`config.mk`:
```
export PLATFORM = sky130hd
export DESIGN_NAME = amba_ahb_master
export DESIGN_NICKNAME = d
export VERILOG_FILES = /design/src/rtl/ahb_pkg.sv /design/src/rtl/amba_ahb_master.sv
export SDC_FILE = /design/constraint.sdc
export NUM_CORES = 1
export LEC_CHECK = 0
export CORE_MARGIN = 5
export CORE_UTILIZATION = 40
export DETAILED_ROUTE_END_ITERATION = 7
export GPL_ROUTABILITY_DRIVEN = 0
export GPL_TIMING_DRIVEN = 0
export PLACE_DENSITY = 0.77
export SLEW_MARGIN = 15
export SYNTH_ARGS = -nofsm -noshare
export SYNTH_HDL_FRONTEND = slang
export SYNTH_SLANG_ARGS = --single-unit
```
`constraint.sdc`:
```
create_clock -name hclk -period 3.4 [get_ports hclk]
set_input_delay 0.68 -clock hclk [delete_from_list [all_inputs] [get_ports hclk]]
set_output_delay 0.68 -clock hclk [all_outputs]
set_load 0.01 [all_outputs]
```
`src/rtl/ahb_pkg.sv`:
```
// Shared AHB-Lite definitions used by the master and slave.
// Transfer/burst encodings, size constants and the command legality check.
package ahb_pkg;

  typedef enum logic [1:0] {
    HTRANS_IDLE   = 2'b00,
    HTRANS_BUSY   = 2'b01,
    HTRANS_NONSEQ = 2'b10,
    HTRANS_SEQ    = 2'b11
  } htrans_t;

  typedef enum logic [2:0] {
    HBURST_SINGLE = 3'b000,
    HBURST_INCR4  = 3'b011
  } hburst_t;

  typedef enum logic [1:0] {
    ST_IDLE      = 2'b00,
    ST_ADDR      = 2'b01,
    ST_DATA_LAST = 2'b10,
    ST_ERR2      = 2'b11
  } mst_state_t;

  localparam logic [2:0]  HSIZE_BYTE  = 3'b000;
  localparam logic [2:0]  HSIZE_HALF  = 3'b001;
  localparam logic [2:0]  HSIZE_WORD  = 3'b010;
  localparam logic        HRESP_OKAY  = 1'b0;
  localparam logic        HRESP_ERROR = 1'b1;
  localparam logic [10:0] KB_BOUNDARY = 11'd1024;

  // True when a command is misaligned, oversized, or an INCR4 leaves its 1 KB page.
  function automatic logic cmd_illegal(input logic [9:0] addr_lo,
                                       input logic [2:0] size,
                                       input logic       incr4);
    logic        misalign;
    logic [10:0] end_off;
    case (size)
      HSIZE_HALF: misalign = addr_lo[0];
      HSIZE_WORD: misalign = |addr_lo[1:0];
      default:    misalign = 1'b0;
    endcase
    end_off = {1'b0, addr_lo} + (11'd4 << size);
    return (size > HSIZE_WORD) || misalign || (incr4 && (end_off > KB_BOUNDARY));
  endfunction

endpackage

```
`src/rtl/amba_ahb_master.sv`:
```
// AHB-Lite initiator: turns client commands into SINGLE/INCR4 transfers with
// wait-state stalls, BUSY insertion for late write data and two-cycle ERROR handling.
module amba_ahb_master
  import ahb_pkg::*;
#(
  parameter int unsigned ADDR_W    = 32,
  parameter int unsigned DATA_W    = 32,
  parameter logic [3:0]  HPROT_VAL = 4'b0011
) (
  input  logic              hclk,
  input  logic              hreset,
  input  logic              cmd_valid,
  output logic              cmd_ready,
  input  logic              cmd_write,
  input  logic [ADDR_W-1:0] cmd_addr,
  input  logic [2:0]        cmd_size,
  input  logic              cmd_incr4,
  input  logic              wd_valid,
  input  logic [DATA_W-1:0] wd_data,
  output logic              wd_ready,
  output logic              rd_valid,
  output logic [DATA_W-1:0] rd_data,
  output logic              rd_last,
  output logic              done,
  output logic              done_err,
  output logic [ADDR_W-1:0] haddr,
  output logic              hwrite,
  output logic [2:0]        hsize,
  output logic [2:0]        hburst,
  output logic [1:0]        htrans,
  output logic [3:0]        hprot,
  output logic [DATA_W-1:0] hwdata,
  input  logic              hready,
  input  logic              hresp,
  input  logic [DATA_W-1:0] hrdata
);

  mst_state_t        state_q, state_d;
  logic [ADDR_W-1:0] addr_q, addr_d;
  logic [1:0]        beat_q, beat_d;
  logic              write_q, write_d;
  logic [2:0]        size_q, size_d;
  logic              incr4_q, incr4_d;
  logic              dph_q, dph_d;
  logic              dlast_q, dlast_d;
  logic              dread_q, dread_d;
  logic [DATA_W-1:0] hwdata_q, hwdata_d;
  logic [DATA_W-1:0] rd_data_q, rd_data_d;
  logic              rd_valid_q, rd_valid_d;
  logic              rd_last_q, rd_last_d;
  logic              done_q, done_d;
  logic              err_q, err_d;

  htrans_t           htrans_s;
  logic              addr_go_s;
  logic              err1_s;
  logic              last_beat_s;

  // Transfer type for the pending beat; a write without data waits as IDLE (beat 0) or BUSY.
  always_comb begin
    htrans_s = HTRANS_IDLE;
    if (state_q == ST_ADDR) begin
      if (write_q && !wd_valid) begin
        htrans_s = (beat_q == 2'd0) ? HTRANS_IDLE : HTRANS_BUSY;
      end else begin
        htrans_s = (beat_q == 2'd0) ? HTRANS_NONSEQ : HTRANS_SEQ;
      end
    end else begin
      htrans_s = HTRANS_IDLE;
    end
  end

  assign addr_go_s   = (state_q == ST_ADDR) && hready &&
                       ((htrans_s == HTRANS_NONSEQ) || (htrans_s == HTRANS_SEQ));
  assign err1_s      = dph_q && (hresp == HRESP_ERROR) && !hready;
  assign last_beat_s = (beat_q == (incr4_q ? 2'd3 : 2'd0));

  // Next-state logic: data-phase retirement first, then address-phase sequencing.
  always_comb begin
    state_d    = state_q;
    addr_d     = addr_q;
    beat_d     = beat_q;
    write_d    = write_q;
    size_d     = size_q;
    incr4_d    = incr4_q;
    dph_d      = dph_q;
    dlast_d    = dlast_q;
    dread_d    = dread_q;
    hwdata_d   = hwdata_q;
    rd_data_d  = rd_data_q;
    rd_valid_d = 1'b0;
    rd_last_d  = 1'b0;
    done_d     = 1'b0;
    err_d      = 1'b0;

    if (dph_q && hready) begin
      dph_d = 1'b0;
      if (dread_q && (hresp == HRESP_OKAY)) begin
        rd_valid_d = 1'b1;
        rd_data_d  = hrdata;
        rd_last_d  = dlast_q;
      end else begin
        rd_valid_d = 1'b0;
      end
    end else begin
      dph_d = dph_q;
    end

    case (state_q)
      ST_IDLE: begin
        if (cmd_valid) begin
          if (cmd_illegal(cmd_addr[9:0], cmd_size, cmd_incr4)) begin
            done_d = 1'b1;
            err_d  = 1'b1;
          end else begin
            state_d = ST_ADDR;
            addr_d  = cmd_addr;
            write_d = cmd_write;
            size_d  = cmd_size;
            incr4_d = cmd_incr4;
            beat_d  = 2'd0;
          end
        end else begin
          state_d = ST_IDLE;
        end
      end
      ST_ADDR: begin
        if (err1_s) begin
          state_d = ST_ERR2;
        end else if (addr_go_s) begin
          dph_d   = 1'b1;
          dlast_d = last_beat_s;
          dread_d = !write_q;
          if (write_q) begin
            hwdata_d = wd_data;
          end else begin
            hwdata_d = hwdata_q;
          end
          if (last_beat_s) begin
            state_d = ST_DATA_LAST;
          end else begin
            beat_d = beat_q + 2'd1;
            addr_d = addr_q + (ADDR_W'(1) << size_q);
          end
        end else begin
          state_d = ST_ADDR;
        end
      end
      ST_DATA_LAST: begin
        if (err1_s) begin
          state_d = ST_ERR2;
        end else if (hready) begin
          state_d = ST_IDLE;
          done_d  = 1'b1;
          err_d   = hresp;
        end else begin
          state_d = ST_DATA_LAST;
        end
      end
      ST_ERR2: begin
        if (hready) begin
          state_d = ST_IDLE;
          dph_d   = 1'b0;
          done_d  = 1'b1;
          err_d   = 1'b1;
        end else begin
          state_d = ST_ERR2;
        end
      end
      default: begin
        state_d = ST_IDLE;
      end
    endcase
  end

  // State and output registers with synchronous reset.
  always_ff @(posedge hclk) begin
    if (hreset) begin
      state_q    <= ST_IDLE;
      addr_q     <= '0;
      beat_q     <= 2'd0;
      write_q    <= 1'b0;
      size_q     <= 3'd0;
      incr4_q    <= 1'b0;
      dph_q      <= 1'b0;
      dlast_q    <= 1'b0;
      dread_q    <= 1'b0;
      hwdata_q   <= '0;
      rd_data_q  <= '0;
      rd_valid_q <= 1'b0;
      rd_last_q  <= 1'b0;
      done_q     <= 1'b0;
      err_q      <= 1'b0;
    end else begin
      state_q    <= state_d;
      addr_q     <= addr_d;
      beat_q     <= beat_d;
      write_q    <= write_d;
      size_q     <= size_d;
      incr4_q    <= incr4_d;
      dph_q      <= dph_d;
      dlast_q    <= dlast_d;
      dread_q    <= dread_d;
      hwdata_q   <= hwdata_d;
      rd_data_q  <= rd_data_d;
      rd_valid_q <= rd_valid_d;
      rd_last_q  <= rd_last_d;
      done_q     <= done_d;
      err_q      <= err_d;
    end
  end

  assign cmd_ready = (state_q == ST_IDLE) && !hreset;
  assign wd_ready  = addr_go_s && write_q && !hreset;
  assign htrans    = htrans_s;
  assign haddr     = addr_q;
  assign hwrite    = write_q;
  assign hsize     = size_q;
  assign hburst    = incr4_q ? HBURST_INCR4 : HBURST_SINGLE;
  assign hprot     = HPROT_VAL;
  assign hwdata    = hwdata_q;
  assign rd_valid  = rd_valid_q;
  assign rd_data   = rd_data_q;
  assign rd_last   = rd_last_q;
  assign done      = done_q;
  assign done_err  = err_q;

endmodule

```
==> results of run 1 <==
[kinds of logic after synthesis]
kind of cell,count (synthesis),share of synthesized area (%)
AOI/OAI and AO/OA,233,26.2
xor gates and xnor gates,4,0.594
adders and majority gates,19,4.28
buffers and inverters,83,6.61
DFF,112,38.0
muxes,2,0.339
other,2,0.127
and+or+nand+nor,308,23.8
[per-stage QoR]
| stage | setup WS, ns | TNS (ns) | cells | power, W |
|---|---|---|---|---|
| 6_report | 0.124 | 0 | 1191 | 0.00296 |
| 5_1_grt | -0.0241 | -0.0241 | 1191 | 0.00309 |
| 4_1_cts | 0.0271 | 0 | 1191 | 0.00297 |
| 3_5_place_dp | -0.854 | -29.02 | 1164 | 0.00189 |
| 3_3_place_gp | -0.782 | -26.59 | 1164 | 0.00189 |
| 2_1_floorplan | 0.0275 | 0 | 766 | 0.00164 |
[registers in the layout, summed over array words and instances, names as in the netlist]
name and flops:
rd_data 32, state_q 2, dlast_q 1, rd_valid 1
hwdata 32, dph_q 1, hwrite 1, done_err 1
done 1, incr4_q 1, rd_last 1, dread_q 1
haddr 32, beat_q 2, hsize 3
[cell type report]
| type | count | area share (%) |
|---|---|---|
| clock buffers | 11 | 2.73 |
| plain buffers | 61 | 3.84 |
| flip-flops and latches | 112 | 25.2 |
| multi-input cells | 571 | 38.0 |
| repair buffers | 229 | 26.4 |
| clock inverters | 5 | 0.563 |
| well taps | 184 | 2.59 |
| inverters | 18 | 0.759 |
[path summary, 6_finish.rpt]
check | startpoint | to | depth (start not counted)
hold reg to reg | hwdata[3]$_SDFFE_PP0P_ | hwdata[3]$_SDFFE_PP0P_ | 2
setup / recovery | cmd_size[0] | haddr[6]$_SDFFE_PP0P_ | 16
hold / removal | hwdata[3]$_SDFFE_PP0P_ | hwdata[3]$_SDFFE_PP0P_ | 2
setup reg to reg | hsize[1]$_SDFFE_PP0P_ | haddr[23]$_SDFFE_PP0P_ | 12
[critical path: cells and delay by family]
| kind | cells | cell delay (ns) |
|---|---|---|
| simple gates | 3 | 0.41 |
| xor+xnor | 1 | 0.16 |
| buf+inv | 5 | 0.64 |
| fa+ha+maj | 2 | 0.61 |
| compound gates | 5 | 1.05 |
[routing by layer]
| layer | part of all wire [%] | wire length, µm | vias up |
|---|---|---|---|
| met5 | 0 | 0 | - |
| met4 | 2.5 | 508 | 0 |
| met3 | 10 | 2130 | 43 |
| met2 | 47 | 9650 | 313 |
| met1 | 40 | 8330 | 2898 |
| li1 | - | - | 3129 |
[cell usage after synthesis, types with 3 or more instances]
master,instances
a22o_1,3
o22ai_1,6
o21ai_0,42
nand2_1,180
nor2_2,3
a211oi_1,6
nor2_1,36
xnor2_1,3
nand3b_1,4
a311oi_2,4
dfxtp_1,112
o211ai_1,6
clkbuf_1,44
a31oi_1,4
nand3_1,24
a21oi_1,101
a21oi_2,10
buf_4,13
and3b_1,4
ha_1,17
a211oi_2,16
inv_1,18
or2_2,3
o31ai_1,8
nor2b_1,4
or3_1,5
nand2b_1,5
and2_1,6
nor3b_1,5
nor3_1,10
o21a_1,6
and3_1,6
[power by group]
| part | internal, W | switching, W | leakage [nW] |
|---|---|---|---|
| registers | 0.00133 | 0.0000292 | 0.905 |
| clock network | 0.000532 | 0.000522 | 0.139 |
| logic | 0.000278 | 0.000268 | 2.06 |
[repair_timing]
item / in CTS / in global routing
buffers inserted: 9 / 2
pin swaps: 14 / 5
cloned: 4 / 0
gates resized for setup: 34 / 14
endpoints found under the setup margin: 40 / 34
==> results.md, run 1 <==
- Via/cell ratio: 5.36
- Clk pin slew, worst setup/hold paths: 0.08 ns
- Final hold violations: 0
- Top cells by area, synth: dfxtp_1, nand2_1, a21oi_1
- Hold Path Class: reg -> reg
- Register area: 2240 µm²
- Most common cell after layout, fill and taps aside: clkdlybuf4s50_1
- Clock root buffer: clkbuf_16
- CP Max Fanout: 10
- Final setup violation count: 0
- FP Rows: 44
- Leading area contributor after synthesis: dfxtp_1
- Worst path cell trace: clkbuf_2 > nor3_4 > ha_2 > inv_1 > fa_2 > xnor2_2 > a221o_1 > a211oi_2 > nand4_1 > o21ai_4 > o21a_1 > buf_6 > buf_12 > buf_12 > nor2_2 > a311oi_2
- Core area: 14500 µm²
- Die Area: 17300 µm²
- First-pass GRT wire length: 32.6 mm
- M2 GR Usage: 37.8%
- HPWL Detailed: 15.1 mm
- Pwr/cell area: 333 nW/µm²
- Initial Utilization: 40.8%
- Req. time, crit path: 3.67 ns
- Status: completed
- Max Slew Vio Count: 0
- CTS tree: done
- Crit-path max cell delay: 0.40 ns
- Min cycle time layout: 3.28 ns
- Initial DRC count: 546
- Final clock skew: 0.0102 ns
- Crit path capture type: flop
- FF-to-FF setup slack: 0.21 ns
- Routed vias: 6383
- Async set-reset flop share out of synthesis: 0%
- Measured slew at the worst slew-check pin: 0.909 ns
- Chip Height: 131 µm
- Post-Route WL: 20.6 mm
- Number of CTS-inserted buffers: 9
- FILL cells: 1298
- Leakage power: 3.10 nW
- Nets@finish: 1128
- GRT Overall Usage: 22.9%
- Die Wd: 131 µm
- Area growth, synth to finish: 50.7%
- Max Root-Sink Buffers: 2
- Count of cell types in the netlist: 70
- Placed Area: 8290 µm²
- Peak supply drop: 0.243 mV
- Setup Crit Path Kind: in -> reg
- Met3 Use GR: 7.91%
- Top cell type's share of synthesized area: 38.0%
- Antenna-violating nets left: 0
- Post-Layout Inst Area: 8900 µm²
- Wire per inst: 17.3 µm
- Ys Warns: 0
- Fin util: 61.4%
- DRC: 0
- Max-slew headroom: 39.4%
- Cell Area, Synth: 5900 µm²
- PortBufs: 214
- Hold Buf Count CTS: 0
- GR peak layer: met2
- Post-route clock period utilization: 96.4%
- Initial antenna violation count: 0
- Antenna Cells: 0
- Clock Latency Late Sink: 0.36 ns
- Combined area of the multi-input logic cells: 3380 µm²
- Syn Area/Cell: 7.74 µm²
- Largest net degree at the start of global routing: 20
- Mapped Cells: 763
- Max cap viols: 0
- Crit-path slowest cell: fa_2
- Sequential fraction of the synthesis area: 38.0%
- Fmax: 0.305 GHz
- Hold WS: 0.453 ns
- Vias in the first global route: 6116
- First-pass iteration count of the detailed router: 5
- Sink Count: 112
- Commonest non-fill, non-tap cells in the layout: clkdlybuf4s50_1, nand2_1, dfxtp_1
- Data arrival, critical path: 3.54 ns
- Most common flop cell mapped by yosys: dfxtp_1
- CP Launch Type: input port
- GR Util met1: 27.9%
- Most used cell, CP: buf_12
- Layout cell share with drive strength beyond 1: 11.5%
- GRT overflow: 0
- Post-synth EDFFs: 0
- H-tree levels: 3
- Io pins: 222
- Flops & latches, synth: 112
No activity file was read; power rests on OpenSTA's default activity.
==> run 2: changes to the inputs <==
SKIP_LAST_GASP = 1   (was unset)
==> results of run 2 <==
The final DEF is identical to that of run 1; final timing and power are the same.
